[config.mk]
export PLATFORM = sky130hd
export DESIGN_NAME = apu_pulse_seq
export DESIGN_NICKNAME = d
export VERILOG_FILES = /design/src/rtl/apu_pkg.sv /design/src/rtl/apu_seq_mem.sv /design/src/rtl/apu_pulse_seq.sv
export SDC_FILE = /design/constraint.sdc
export NUM_CORES = 1
export LEC_CHECK = 0
export ABC_AREA = 1
export CAP_MARGIN = 30
export CORE_MARGIN = 1.5
export CORE_UTILIZATION = 47
export CTS_CLUSTER_SIZE = 14
export DETAILED_ROUTE_END_ITERATION = 8
export GPL_ROUTABILITY_DRIVEN = 0
export GPL_TIMING_DRIVEN = 0
export PLACE_DENSITY = 0.63
export SLEW_MARGIN = 10
export SYNTH_ARGS = -nofsm -noshare
export SYNTH_HDL_FRONTEND = slang
export SYNTH_SLANG_ARGS = --single-unit
[constraint.sdc]
create_clock -name i_clk -period 33.8 [get_ports i_clk]
set_clock_uncertainty 0.05 [all_clocks]
set_input_delay 10.14 -clock i_clk [delete_from_list [all_inputs] [get_ports i_clk]]
set_output_delay 10.14 -clock i_clk [all_outputs]
set_load 0.1 [all_outputs]
[src/rtl/apu_pkg.sv]
// Types and defaults shared between the pulse sequencer and the pulse channel.
package apu_pkg;
  localparam int SEQ_DEPTH    = 16;
  localparam int SEQ_TICK_DIV = 256;
  localparam int SEQ_LEN_W    = 8;

  typedef logic [10:0] period_t;
  typedef logic [1:0]  duty_t;

  typedef struct packed {
    logic [SEQ_LEN_W-1:0] length;
    duty_t                duty;
    period_t              period;
  } seq_entry_t;

  typedef enum logic [1:0] {IDLE, FETCH, SEND, HOLD} seq_state_t;
endpackage

[src/rtl/apu_seq_mem.sv]
// Note table: synchronous write, registered read, cleared by reset.
module apu_seq_mem #(
  parameter int DEPTH  = 16,
  parameter int W      = 21,
  parameter int ADDR_W = $clog2(DEPTH)
) (
  input  logic              i_clk,
  input  logic              i_reset,
  input  logic              i_wr_en,
  input  logic [ADDR_W-1:0] i_wr_addr,
  input  logic [W-1:0]      i_wr_data,
  input  logic [ADDR_W-1:0] i_rd_addr,
  output logic [W-1:0]      o_rd_data
);
  logic [DEPTH-1:0][W-1:0] r_mem;
  logic [W-1:0]            r_rd_data;

  always_ff @(posedge i_clk or posedge i_reset) begin
    if (i_reset) begin
      r_mem     <= '0;
      r_rd_data <= '0;
    end else begin
      if (i_wr_en) r_mem[i_wr_addr] <= i_wr_data;
      r_rd_data <= r_mem[i_rd_addr];
    end
  end

  assign o_rd_data = r_rd_data;
endmodule

[src/rtl/apu_pulse_seq.sv]
// Walks the note table, issuing period/duty transactions and holding each note
// for length x TICK_DIV clocks.
module apu_pulse_seq
  import apu_pkg::*;
#(
  parameter int DEPTH    = SEQ_DEPTH,
  parameter int TICK_DIV = SEQ_TICK_DIV,
  parameter int LEN_W    = SEQ_LEN_W,
  parameter int ADDR_W   = $clog2(DEPTH),
  parameter int PRE_W    = $clog2(TICK_DIV)
) (
  input  logic              i_clk,
  input  logic              i_reset,
  input  logic              i_wr_en,
  input  logic [ADDR_W-1:0] i_wr_addr,
  input  logic [LEN_W+12:0] i_wr_data,
  input  logic              i_start,
  input  logic              i_stop,
  input  logic              i_loop,
  output logic              o_busy,
  output logic [ADDR_W-1:0] o_cur_idx,
  output period_t           o_period_s,
  output logic              o_period_s_vld,
  input  logic              i_period_s_rdy,
  output duty_t             o_duty_s,
  output logic              o_duty_s_vld,
  input  logic              i_duty_s_rdy
);
  seq_state_t        r_state, w_state_n;
  logic [ADDR_W-1:0] r_idx, w_idx_n;
  logic              r_pvld, w_pvld_n, r_dvld, w_dvld_n;
  period_t           r_per, w_per_n;
  duty_t             r_duty, w_duty_n;
  logic [PRE_W-1:0]  r_pre, w_pre_n;
  logic [LEN_W-1:0]  r_len, w_len_n;
  logic              r_pend, w_pend_n;
  logic [LEN_W+12:0] w_ent;
  logic [LEN_W-1:0]  w_ent_len;
  logic              w_last;

  // Read address is the next index, so the entry is ready in the FETCH cycle.
  apu_seq_mem #(.DEPTH(DEPTH), .W(LEN_W+13), .ADDR_W(ADDR_W)) u_mem (
    .i_clk    (i_clk),
    .i_reset  (i_reset),
    .i_wr_en  (i_wr_en),
    .i_wr_addr(i_wr_addr),
    .i_wr_data(i_wr_data),
    .i_rd_addr(w_idx_n),
    .o_rd_data(w_ent)
  );

  assign w_ent_len = w_ent[LEN_W+12:13];
  assign w_last    = (r_idx == ADDR_W'(DEPTH-1));

  always_ff @(posedge i_clk or posedge i_reset) begin
    if (i_reset) begin
      r_state <= IDLE;
      r_idx   <= '0;
      r_pvld  <= 1'b0;
      r_dvld  <= 1'b0;
      r_per   <= '0;
      r_duty  <= '0;
      r_pre   <= '0;
      r_len   <= '0;
      r_pend  <= 1'b0;
    end else begin
      r_state <= w_state_n;
      r_idx   <= w_idx_n;
      r_pvld  <= w_pvld_n;
      r_dvld  <= w_dvld_n;
      r_per   <= w_per_n;
      r_duty  <= w_duty_n;
      r_pre   <= w_pre_n;
      r_len   <= w_len_n;
      r_pend  <= w_pend_n;
    end
  end

  always_comb begin
    w_state_n = r_state;
    w_idx_n   = r_idx;
    w_pvld_n  = r_pvld;
    w_dvld_n  = r_dvld;
    w_per_n   = r_per;
    w_duty_n  = r_duty;
    w_pre_n   = r_pre;
    w_len_n   = r_len;
    w_pend_n  = r_pend;
    case (r_state)
      IDLE: begin
        if (i_start && !i_stop) begin
          w_state_n = FETCH;
          w_idx_n   = '0;
        end
      end
      FETCH: begin
        if (i_stop) begin
          w_state_n = IDLE;
        end else if (w_ent_len == '0) begin
          // End marker: loop back unless we are already at the head.
          if (i_loop && r_idx != '0) w_idx_n = '0;
          else                       w_state_n = IDLE;
        end else begin
          w_state_n = SEND;
          w_pvld_n  = 1'b1;
          w_dvld_n  = 1'b1;
          w_per_n   = w_ent[10:0];
          w_duty_n  = w_ent[12:11];
          w_len_n   = w_ent_len;
          w_pre_n   = '0;
        end
      end
      SEND: begin
        w_pvld_n = r_pvld & ~i_period_s_rdy;
        w_dvld_n = r_dvld & ~i_duty_s_rdy;
        w_pend_n = r_pend | i_stop;
        if (!w_pvld_n && !w_dvld_n) begin
          w_state_n = w_pend_n ? IDLE : HOLD;
          w_pend_n  = 1'b0;
        end
      end
      HOLD: begin
        if (i_stop) begin
          w_state_n = IDLE;
        end else if (r_pre == PRE_W'(TICK_DIV-1)) begin
          w_pre_n = '0;
          w_len_n = r_len - LEN_W'(1);
          if (r_len == LEN_W'(1)) begin
            if (w_last) begin
              w_state_n = i_loop ? FETCH : IDLE;
              if (i_loop) w_idx_n = '0;
            end else begin
              w_state_n = FETCH;
              w_idx_n   = r_idx + ADDR_W'(1);
            end
          end
        end else begin
          w_pre_n = r_pre + PRE_W'(1);
        end
      end
      default: w_state_n = IDLE;
    endcase
  end

  assign o_busy         = (r_state != IDLE);
  assign o_cur_idx      = r_idx;
  assign o_period_s     = r_per;
  assign o_period_s_vld = r_pvld;
  assign o_duty_s       = r_duty;
  assign o_duty_s_vld   = r_dvld;
endmodule

* Word-level counts from Yosys, hierarchy flattened *
Index checks and enable logic that the tools add are counted.
Widths: inputs -> output; s select.

storage, ports and cells
  bits in registers = 395
  logic and storage cells = 114
  output and inout bits = 20

operators by class
  muxes and demuxes = 42
  bitwise logic cells = 7
  magnitude comparators = 3
  reductions and logical operators = 18
  equality and inequality tests = 15
  add/subtract/negate cells = 3

operators with widths
  cell                 count
  $bwmux 336           1
  $bmux 21 s4          1
  $demux 21 s4         1
  $mux 8               8
  $mux 21              2
  $mux 4               9
  $pmux 8 s2           2
  $mux 2               9
  $ne 2x2->1 const B   6
  $pmux 4 s3           1
  $lt 4x5->1 const B   2
  $reduce_and 5->1     2
  $add 8x1->8 const B  1
  $eq 8x1->1 const B   1
  $eq 8x8->1 const B   1
  $logic_not 8->1      1
  $pmux 2 s4           1
  $sub 8x1->8 const B  1
  $ne 3x3->1 const B   2
  $reduce_and 3->1     2
  $reduce_bool 2->1    3
  $mux 1               5
  $add 4x1->4 const B  1
  $eq 2x2->1 const B   2
  other kinds (13)     23

* Depth between registers and ports, before layout *
  depth after elaboration = 8
  depth in mapped cells = 16

* Hierarchy *
Synthesis repeated with hierarchy kept, for this count alone.

second synthesis, totals
  cells, all modules = 2507
  area, all modules = 19053.3 µm²

modules (own cells, without submodules)
  module         cells each  area an instance (µm²)  instances
  apu_seq_mem    2184        16723.5                 1
  apu_pulse_seq  323         2329.7                  1

* Least setup slack after synthesis *
Ideal clock, no wire load.

  kind = input-to-reg
  start = input i_stop
  end = register u_mem.r_rd_data[5], in the netlist u_mem.o_rd_data[5]
  stages on the path = 12
  path buffers = 2
  path slack = 22150 ps
  data arrival time = 11482 ps
  required time = 33632 ps
  library setup time = 118 ps
  cell sequence = inv_1 -> nand2_1 -> nand2_1 -> nand2_1 -> nand2_1 -> buf_2 -> clkbuf_1 -> nand4_1 -> nand3_1 -> nand3_1 -> nand3_1 -> nand2_1

between the ends
  word-level cells in the longest chain between the ends = 6
  elaborated cells on any way between the ends = 8
  those cells by class = mux (6); reduce/logical (2)

RTL lines
  element                            RTL line             text
  from (decl)                        apu_pulse_seq.sv:18  input logic i_stop,
  $logic_not 1->1                    apu_pulse_seq.sv:91  if (i_start && !i_stop) begin
  $logic_and 1x1->1                  apu_pulse_seq.sv:91
  $mux 4                             apu_pulse_seq.sv:91
  $pmux 4 s3 (*)                     apu_pulse_seq.sv:89  case (r_state)
  $bmux 21 s4 (*)                    apu_seq_mem.sv:24    r_rd_data <= r_mem[i_rd_addr];
  $mux 21 (implied by the code) (*)  apu_seq_mem.sv:24
  to (signal assigned)               apu_seq_mem.sv:24
  to (decl)                          apu_seq_mem.sv:16    logic [W-1:0] r_rd_data;

Mark *: on every way between the ends. The rest lies on a longest branch, timed or not. The select of a mux whose other input is x is not followed.
A chain may end at the register's enable or synchronous reset.

* Worst setup path after layout *
  start = input i_stop
  end = register u_mem.r_rd_data[20], in the netlist u_mem.o_rd_data[20]

The elaborated chain is that of the path after synthesis.

==> results.json <==
{
  "timing.reg2reg.setup_slack_ps": 30760,
  "timing.critical_path.slowest_cell_delay_ps": 530,
  "ys.warnings.count": 0,
  "critical_path.reg2reg.endpoint": "u_mem.o_rd_data[20]$_DFF_PP0_",
  "ir_drop_mv": 0.0367,
  "timing_hold_violations_final": 0,
  "dp_hpwl_mm": 50.4,
  "cts_repair_resize_count": 0,
  "total_leakage_power_uw": 0.0108,
  "global_route.usage.total_pct": 32.0,
  "cts.clk_slew.worst_paths_ps": 60,
  "p_switching_uw": 571,
  "worst-r2r-cell-count": 12,
  "p_comb_share_pct": 28.7,
  "die_outline_area_um2": 42800,
  "cts_max_path_buffers": 3,
  "status": "complete, no violations",
  "setup.worst_path.end_class": "register",
  "fillers": 3983,
  "cts.hold.buffers_added": 0,
  "number_of_failing_setup_endpoints_in_the_final_timing_report": 0,
  "grt_first_pass_wirelength_mm": 101,
  "tritoncts": "yes",
  "final_core_util_pct": 54.3,
  "grt_setup_unrepaired": "false",
  "detail-route-antenna-nets": 0,
  "overflow_left_after_global_routing": 0,
  "critical_path.max_fanout": 10,
  "dr.pass1.iters": 8,
  "p_sw_share_pct": 36.8,
  "wl_per_cell_um": 20.9,
  "area.sequential_um2": 9880,
  "worstHoldPathType": "reg2reg",
  "initial_utilization_pct": 47.7,
  "setup_tns_ps": 0,
  "final_max_slew_viol_count": 0,
  "fmax_mhz": 79.0,
  "cts_sinks": 395,
  "core_region_area_um2": 40900,
  "critPathMostFrequentCell": "nand2_1",
  "timing.rr.start": "o_cur_idx[0]$_DFF_PP0_",
  "power_frac_clock_pct": 30.2,
  "grt_pass1_vias": 16900,
  "via_count": 18100,
  "syn-num-nets": 2593,
  "layout-area-overhead-vs-synth_pct": 13.7,
  "first_iter_violations": 2446,
  "p_seq_share_pct": 41.1,
  "post_cts.repair.setup_buffers": 0,
  "max_cap_viols": 0,
  "avgSynthCellArea_um2": 7.65,
  "cell_internal_pwr_uw": 983,
  "cp_data_required_time_ps": 34160,
  "critical_path.top_delay_family": "buffers and inverters",
  "worst_ep_arrival_time_ps": 13020,
  "critical_path_class": "in2reg",
  "antenna_found_initial": 3,
  "worstSetupPathDepth": 13,
  "syn-instance-count": 2555,
  "layout.cells.most_common": "nand2_1",
  "route.detailed.vias_per_inst": 5.62,
  "numPortBuffers": 52,
  "final_layout_size_suffix_gt1_share_pct": 5.65,
  "critical_path.startpoint_type": "input pin",
  "leading_cell_types_in_the_layout_fill_and_taps_excluded": "nand2_1 (638), inv_1 (399), dfrtp_1 (395)",
  "h-tree-depth": 2,
  "slew_headroom_pct": 33.7,
  "power_density_nw_per_um2": 69.9,
  "drc_errors": 0,
  "cts.root.buffer_cell": "clkbuf_16",
  "critPathCapture": "u_mem.o_rd_data[20]$_DFF_PP0_",
  "die_y_um": 207,
  "finalWorstPathRequiredPeriod_ps": 12660,
  "number_of_nets_in_the_layout": 2694,
  "multiInputGateArea_um2": 7290,
  "wirelength_mm": 67.3,
  "holdCritStartpoint": "u_mem.o_rd_data[5]$_DFF_PP0_",
  "ioPinCount": 53,
  "crit_path_start": "i_stop",
  "timing_worst_slew_pin_value_ps": 991,
  "worstPathCellList": "clkdlybuf4s50_1 -> inv_1 -> nand2_1 -> nand2_1 -> nand2_1 -> nand2_1 -> buf_2 -> clkbuf_1 -> nand4_1 -> nand3_1 -> nand3_1 -> nand3_1 -> nand2_1",
  "grt_start_max_net_pins": 120,
  "cts_inserted_buffers": 44,
  "min_period_over_period_pct": 37.5,
  "synthesis.area_um2": 19500,
  "std_cell_rows": 74,
  "critical_path_buf_inv_count": 4,
  "ys_seq_area_share_pct": 50.6,
  "slowest_stage": "clkdlybuf4s50_1",
  "clock_insertion_delay_worst_skew_ps": 600,
  "synth.ff_latch_count": 395,
  "number_of_distinct_standard_cells_referenced_by_the_synthesized_netlist": 31,
  "die-width_um": 207
}
[layout make-up]
| type | count | area share [%] |
|---|---|---|
| antenna | 2 | 0.0225 |
| buffer | 193 | 3.83 |
| clock buffer | 66 | 5.87 |
| clock inverter | 15 | 0.428 |
| inverter | 404 | 6.86 |
| multi-input combinational | 1563 | 32.8 |
| sequential | 395 | 44.5 |
| tap | 532 | 3.00 |
| timing repair buffer | 55 | 2.71 |
[cells by family (layout without fill, tap and decap cells)]
| group | Yosys count | after routing | share of synthesized area, % |
|---|---|---|---|
| and+or+nand+nor | 1178 | 1178 | 27.1 |
| buffers and inverters | 597 | 733 | 12.1 |
| AOI/OAI and AO/OA | 378 | 378 | 9.83 |
| DFF | 395 | 395 | 50.6 |
| adders and majority gates | 5 | 5 | 0.320 |
| xor gates and xnor gates | 2 | 2 | 0.0897 |
| other | 0 | 2 | 0 |
[per-stage QoR]
step | hold WS [ps] | total power (µW) | instances | worst slack, ps | cell area (µm²)
6_report | 396 | 1550 | 3225 | 21140 | 22200
5_1_grt | 418 | 1630 | 3224 | 20950 | 22200
4_1_cts | 395 | 1550 | 3223 | 21210 | 22200
3_5_place_dp | 382 | 1080 | 3142 | 20670 | 20800
3_3_place_gp | 384 | 1070 | 3139 | 7900 | 20700
2_1_floorplan | 375 | 935 | 2555 | 12630 | 19500
[state kept, by name (all words and copies together) (netlist names)]
signal,cells
u_mem.r_mem,336
u_mem.o_rd_data,21
o_period_s,11
r_len,8
r_pre,8
o_cur_idx,4
o_duty_s,2
r_state,2
o_duty_s_vld,1
o_period_s_vld,1
r_pend,1
[synth_stat cells]
master	instances	area [µm²]
nand2_1	638	2390
inv_1	400	1500
dfrtp_1	395	9880
o21ai_0	354	1770
nand3_1	312	1560
nand4_1	172	1080
clkbuf_1	122	458
buf_2	57	285
nor2_1	41	154
a21oi_1	17	85.1
nor3_1	7	35.0
buf_4	5	37.5
buf_6	5	56.3
ha_1	5	62.6
buf_1	4	15.0
inv_2	4	15.0
nor2_2	2	12.5
xor2_1	2	17.5
a22o_1	1	8.76
a22oi_2	1	12.5
a41oi_1	1	8.76
and3_1	1	6.26
nand2_2	1	6.26
nand3_2	1	10.0
nand3_4	1	17.5
nand3b_1	1	7.51
nor4_1	1	6.26
o211ai_1	1	7.51
o211ai_2	1	12.5
o22ai_1	1	6.26
o31ai_1	1	7.51
[power by group through the flow]
stage,Sequential [µW],Clock [µW],Combinational [µW]
6_report,638,469,446
5_1_grt,650,493,488
4_1_cts,637,474,436
3_5_place_dp,644,0,435
3_3_place_gp,643,0,427
2_1_floorplan,690,0,244
[metal layers]
layer	track usage, %	share of wire [%]
met3	7.21	9.7
met1	44.1	42
met4	13.6	4.0
met5	0	0.019
met2	48.4	44
[tightest hold or removal path: cells and delay by family (launching register included)]
kind	cells	cell delay (ps)
DFF	1	320
and+or+nand+nor	2	100
[worst min path at each step]
stage | to | cells past startpoint
final | o_period_s[5]$_DFFE_PP0P_ | 2
after global placement | o_period_s[7]$_DFFE_PP0P_ | 2
after global routing | o_period_s[5]$_DFFE_PP0P_ | 2
after CTS | o_period_s[5]$_DFFE_PP0P_ | 2
after floorplan | o_period_s[7]$_DFFE_PP0P_ | 2
after detailed placement | o_period_s[5]$_DFFE_PP0P_ | 2
Power figures use the tool's default switching activity.
